===== src/rtl/ser_add_pkg.sv =====
`default_nettype none
// ============================================================================
//  Module      : ser_add_pkg
//  Description : Shared definitions for the bit-serial adder and its
//                sequencing controller: datapath width, bit-counter width
//                and the controller state type.
//  Revision    : 1.0 - initial release
// ============================================================================
package ser_add_pkg;

  // Datapath width; the serial adder and its controller must agree on it.
  localparam int SER_W     = 16;
  // Enough bits to count SER_W bit-times (0..SER_W-1).
  localparam int SER_CNT_W = 4;

  typedef enum logic [2:0] {
    ST_IDLE  = 3'd0,
    ST_CLEAR = 3'd1,
    ST_LOAD  = 3'd2,
    ST_SHIFT = 3'd3,
    ST_DONE  = 3'd4
  } ser_add_state_t;

endpackage
`default_nettype wire


===== src/rtl/ser_add.sv =====
`default_nettype none
// ============================================================================
//  Module      : ser_add
//  Description : Bit-serial adder datapath. Two operand shift registers and
//                a carry flop; one sum bit per clock, LSB first.
//  Ports       : clk   - clock
//                reset - synchronous active-high clear of operands and carry
//                mode  - 1: parallel-load in1/in2 and clear carry
//                        0: shift one bit-time
//                in1   - operand A for parallel load
//                in2   - operand B for parallel load
//                sum   - current sum bit (valid while shifting)
//  Revision    : 1.0 - initial release
// ============================================================================
module ser_add
  import ser_add_pkg::*;
#(
  parameter int W = SER_W
) (
  input  logic         clk,
  input  logic         reset,
  input  logic         mode,
  input  logic [W-1:0] in1,
  input  logic [W-1:0] in2,
  output logic         sum
);

  logic [W-1:0] sh_a;
  logic [W-1:0] sh_b;
  logic         cy;

  always_ff @(posedge clk) begin
    if (reset) begin
      sh_a <= '0;
      sh_b <= '0;
      cy   <= 1'b0;
    end else if (mode) begin
      sh_a <= in1;
      sh_b <= in2;
      cy   <= 1'b0;
    end else begin
      sh_a <= {1'b0, sh_a[W-1:1]};
      sh_b <= {1'b0, sh_b[W-1:1]};
      cy   <= (sh_a[0] & sh_b[0]) | (cy & (sh_a[0] ^ sh_b[0]));
    end
  end

  // Full-adder sum of the current LSBs and the carry from the previous bit.
  assign sum = sh_a[0] ^ sh_b[0] ^ cy;

endmodule
`default_nettype wire


===== src/rtl/ser_add_seq.sv =====
`default_nettype none
// ============================================================================
//  Module      : ser_add_seq
//  Description : Sequencing controller around the bit-serial adder. Accepts
//                an operand pair, clears and loads the datapath, clocks it
//                for W bit-times, reassembles the sum and returns sum, carry
//                and signed overflow over a valid/ready response channel.
//  Ports       : clk, reset           - clock, synchronous active-high reset
//                req_valid/req_ready  - request handshake, operands a, b
//                rsp_valid/rsp_ready  - response handshake
//                sum, carry, ovf      - result (valid while rsp_valid)
//                busy                 - high whenever not idle
//  Revision    : 1.0 - initial release
// ============================================================================
module ser_add_seq
  import ser_add_pkg::*;
#(
  parameter int W = SER_W   // only SER_W is supported by the datapath
) (
  input  logic         clk,
  input  logic         reset,
  input  logic         req_valid,
  output logic         req_ready,
  input  logic [W-1:0] a,
  input  logic [W-1:0] b,
  output logic         rsp_valid,
  input  logic         rsp_ready,
  output logic [W-1:0] sum,
  output logic         carry,
  output logic         ovf,
  output logic         busy
);

  ser_add_state_t       state;
  logic [W-1:0]         op_a;
  logic [W-1:0]         op_b;
  logic [W-1:0]         res;
  logic [SER_CNT_W-1:0] bitcnt;

  logic                 dp_reset;
  logic                 dp_mode;
  logic                 dp_sum;

  // The CLEAR cycle resets the datapath so LOAD never sees a stale carry.
  assign dp_reset = reset | (state == ST_CLEAR);
  assign dp_mode  = (state == ST_LOAD);

  ser_add #(
    .W (W)
  ) u_ser_add (
    .clk   (clk),
    .reset (dp_reset),
    .mode  (dp_mode),
    .in1   (op_a),
    .in2   (op_b),
    .sum   (dp_sum)
  );

  always_ff @(posedge clk) begin
    if (reset) begin
      state     <= ST_IDLE;
      op_a      <= '0;
      op_b      <= '0;
      res       <= '0;
      bitcnt    <= '0;
      req_ready <= 1'b1;
      rsp_valid <= 1'b0;
      busy      <= 1'b0;
    end else begin
      case (state)
        ST_IDLE: begin
          if (req_valid) begin
            op_a      <= a;
            op_b      <= b;
            state     <= ST_CLEAR;
            req_ready <= 1'b0;
            busy      <= 1'b1;
          end
        end
        ST_CLEAR: begin
          state <= ST_LOAD;
        end
        ST_LOAD: begin
          bitcnt <= '0;
          state  <= ST_SHIFT;
        end
        ST_SHIFT: begin
          // LSB-first stream: each new bit enters at the top and walks down.
          res    <= {dp_sum, res[W-1:1]};
          bitcnt <= bitcnt + 1'b1;
          if (bitcnt == SER_CNT_W'(W - 1)) begin
            state     <= ST_DONE;
            rsp_valid <= 1'b1;
          end
        end
        ST_DONE: begin
          if (rsp_ready) begin
            state     <= ST_IDLE;
            rsp_valid <= 1'b0;
            busy      <= 1'b0;
            req_ready <= 1'b1;
          end
        end
        default: begin
          state     <= ST_IDLE;
          req_ready <= 1'b1;
          rsp_valid <= 1'b0;
          busy      <= 1'b0;
        end
      endcase
    end
  end

  // Flags recovered from the operand MSBs and the result MSB: a carry out of
  // the top bit happened iff both MSBs were set, or exactly one was set and
  // the incoming carry cleared the result MSB.
  assign sum   = res;
  assign carry = (op_a[W-1] & op_b[W-1]) | ((op_a[W-1] ^ op_b[W-1]) & ~res[W-1]);
  assign ovf   = (op_a[W-1] == op_b[W-1]) & (res[W-1] != op_a[W-1]);

endmodule
`default_nettype wire

===== config.mk =====
export PLATFORM = sky130hd
export DESIGN_NAME = ser_add_seq
export DESIGN_NICKNAME = d
export VERILOG_FILES = /design/src/rtl/ser_add_pkg.sv /design/src/rtl/ser_add.sv /design/src/rtl/ser_add_seq.sv
export SDC_FILE = /design/constraint.sdc
export NUM_CORES = 1
export LEC_CHECK = 0
export CORE_ASPECT_RATIO = 0.75
export CORE_MARGIN = 4
export CORE_UTILIZATION = 41
export CTS_CLUSTER_DIAMETER = 100
export DETAILED_ROUTE_END_ITERATION = 8
export REMOVE_ABC_BUFFERS = 1
export SYNTH_ARGS = -nofsm -noshare
export SYNTH_HDL_FRONTEND = slang
export SYNTH_SLANG_ARGS = --single-unit

===== constraint.sdc =====
create_clock -name clk -period 2.5 [get_ports clk]
set_input_delay 0.5 -clock clk [delete_from_list [all_inputs] [get_ports clk]]
set_output_delay 0.5 -clock clk [all_outputs]
set_load 0.01 [all_outputs]

==> summary.md <==
| Metric | Value |
|---|---|
| Status | `completed` |
| Pint | `2080 uW` |
| Post-synthesis cell area | `3200 um^2` |
| Initial core utilization | `0.428` |
| Worst setup SP type | `flop` |
| TritonCTS clock tree | `built` |
| Pwr/cell area | `692 nW/um^2` |
| Simple-Gate Fraction of Synth Area | `0.177` |
| Sequential-to-total area share from yosys stat | `0.570` |
| Tightest Pin Transition | `572 ps` |
| Worst vdd ir | `0.000342 V` |
| Pin count of the biggest net entering global routing | `52` |
| Via/cell ratio | `4.87` |
| Drt total wl | `6430 um` |
| Crit-path slowest cell | `clkdlybuf4s50_1` |
| CP Cell Sequence | `ha_1 -> nor2_1 -> clkdlybuf4s50_1` |
| Max stage delay on crit path | `550 ps` |
| H-tree levels | `3` |
| Cell depth of the worst flop-to-flop path | `3` |
| Post-Route Skew | `8.15 ps` |
| Min-delay worst type | `flop to flop` |
| Die width | `110 um` |
| Crit-path max FO | `4` |
| Post-Synth Adder-Cell Area | `0.0141` |
| Core Rows | `27` |
| RR Endpoint | `bitcnt[3]` |
| CTS Hold Bufs | `0` |
| Initial antenna violation count | `0` |
| Ports | `57` |
| Most common cell after layout, fill and taps aside | `nand2_1` |
| Hold Fails Final Rpt | `0` |
| CTS resizes | `0` |
| Largest family of logic cells by synthesized area | `compound AO/OA/AOI/OAI gates` |
| Reg2Reg Setup Slack | `750 ps` |
| Worst Hold Path EP | `u_ser_add.sh_b[9]` |
| DRT iter0 DRCs | `85` |
| Ys Warns | `0` |
| DRC errors left | `0` |
| CTS buffer count | `9` |
| P&R area growth vs syn | `24.5%` |
| Worst-path clk slew | `90 ps` |
| Gpl congestion | `0.777` |
| Via count | `2417` |
| Ratio of cells with drive above 1 in the final layout | `0.0658` |
| Post-synth EDFFs | `0` |
| DR WL met2 | `3040 um` |
| Critical path arrival | `1710 ps` |
| # diodes | `0` |
| Clk sink count | `91` |
| Top_reg_cell synth | `dfxtp_1` |
| P_sw | `675 uW` |
| Clk_lat worst skew | `350 ps` |
| Mux share of post-synthesis cell area | `0.00313` |
| Register Area | `1820 um^2` |
| Hold Startpoint | `u_ser_add.sh_b[10]` |
| Core ar. | `7470 um^2` |
| Number of synthesized register bits | `91` |
| Clock share of power | `0.358` |
| Worst Path Required | `2000 ps` |
| XOR/XNOR share of the synthesized area | `0.00548` |
| Fill count | `705` |
| FFs w/ async S/R, synth | `0` |
| Congestion Overflow GR | `0` |
| Die footprint | `9290 um^2` |
| DRT Pass-1 Iters | `4` |
| Dpl hpwl | `4030 um` |
| Crit path kind | `flop to primary output` |
| Slew margin rel. | `0.618` |
| Multi-input logic area | `1220 um^2` |
| Max-Cap Viols | `0` |
| Die Height | `84.5 um` |
| Max clock buf depth | `2` |
| M1 WL | `3010 um` |
| Final setup vio count | `0` |
| Leak | `0.00145 uW` |
| Logic gate share of total power | `0.087` |
| Wire per inst | `13.0 um` |
| Root Buffer Master | `clkbuf_8` |
| Fin nets | `429` |
| Flop pwr share | `0.555` |
| Compound-cell area share of the yosys netlist | `0.180` |
| Hold depth | `1` |
| Fin crit share | `0.886` |
| Max Used Layer | `met4` |
| Routed Antenna Nets | `0` |
| Final Max Tran Viols | `0` |
| IO buf count | `56` |
| Crit path time final | `2210 ps` |
| Min Hold Slack | `448 ps` |
| Final setup TNS | `0 ps` |
| RSZ-0062 raised after global routing | `no` |
| Crit. End Element | `primary output` |
| Switching share of power | `0.245` |
| Synth unique cells | `36` |
| First-pass GRT wire length | `10800 um` |
| Setup bufs post-CTS | `0` |
| GRT Total Usage | `0.147` |
| Avg Inst Size Synth | `9.32 um^2` |
| Post-Synthesis Cells | `343` |
| Upper clock frequency limit | `452 MHz` |
| Commonest non-fill, non-tap cells in the layout | `100 x nand2_1, 91 x dfxtp_1, 55 x clkdlybuf4s50_1` |
| Met3 WL | `326 um` |
| Vias in the first global route | `2339` |
| R2R Path Start | `state[0]` |
## registers in the layout (all words and copies together), names as in the netlist, 3 cells and up
name            flops
state               3
bitcnt              4
u_ser_add.sh_a     16
op_b               16
u_ser_add.sh_b     16
op_a               16
sum                16
## worst max-delay path, delay by kind of cell, from the launching register on
family	cells	cell delay, ps
fa+ha+maj	1	270
flops	1	420
buf+inv	1	550
simple gates	1	130
## per-layer routing
| layer | GRT usage | up-vias |
|---|---|---|
| li1 | - | 1254 |
| met1 | 0.190 | 1116 |
| met2 | 0.229 | 42 |
| met3 | 0.0553 | 5 |
| met4 | 0.0408 | 0 |
| met5 | 0 | - |
## cells in the mapped netlist, types with 3 or more instances
cell type / instances / area (um^2)
a22o_1: 30 / 263
dfxtp_1: 91 / 1820
buf_4: 5 / 37.5
nor2_1: 5 / 18.8
nand2_1: 100 / 375
buf_6: 3 / 33.8
buf_2: 10 / 50.1
nand4_1: 3 / 18.8
clkbuf_1: 6 / 22.5
inv_1: 3 / 11.3
a21oi_1: 54 / 270
and2_1: 3 / 18.8
## stage by stage
step | area, um^2 | total power [uW] | setup slack (ps) | cells | utilization
floorplan | 3050 | 1670 | 550 | 317 | -
global placement | 3780 | 1800 | 511 | 480 | 0.506
detailed placement | 3780 | 1810 | 479 | 480 | 0.506
CTS | 3980 | 2790 | 238 | 496 | 0.533
global route | 3980 | 2880 | 158 | 496 | 0.533
finish | 3980 | 2760 | 286 | 496 | 0.533
## cell type report
| cell class | count | share of cell area |
|---|---|---|
| clock buffers | 10 | 0.0321 |
| multi-input cells | 223 | 0.307 |
| inverters | 3 | 0.00283 |
| clock inverters | 6 | 0.0182 |
| repair buffers | 62 | 0.151 |
| well taps | 101 | 0.0318 |
| flip-flops and latches | 91 | 0.458 |
## power groups by stage
| stage | Sequential (uW) | Clock [uW] | Combinational (uW) |
|---|---|---|---|
| CTS | 1530 | 1020 | 243 |
| global placement | 1560 | 0 | 238 |
| floorplan | 1560 | 0 | 113 |
| detailed placement | 1560 | 0 | 241 |
| global route | 1540 | 1080 | 266 |
| finish | 1530 | 986 | 239 |
## kinds of logic (layout without fill, tap and decap cells)
family          after synthesis  after routing
fa+ha+maj                     3              3
mux                           1              1
buf+inv                      29             81
compound gates               90             90
simple gates                127            127
xor+xnor                      2              2
flops                        91             91
## worst max-delay path by stage
| stage | from | to |
|---|---|---|
| finish | op_a[15] | ovf |
| global route | op_a[15] | ovf |
| CTS | op_a[15] | ovf |
| detailed placement | req_valid | op_b[15] |
| global placement | req_valid | op_a[5] |
| floorplan | state[1] | u_ser_add.sh_a[0] |
Power figures use the tool's default switching activity.
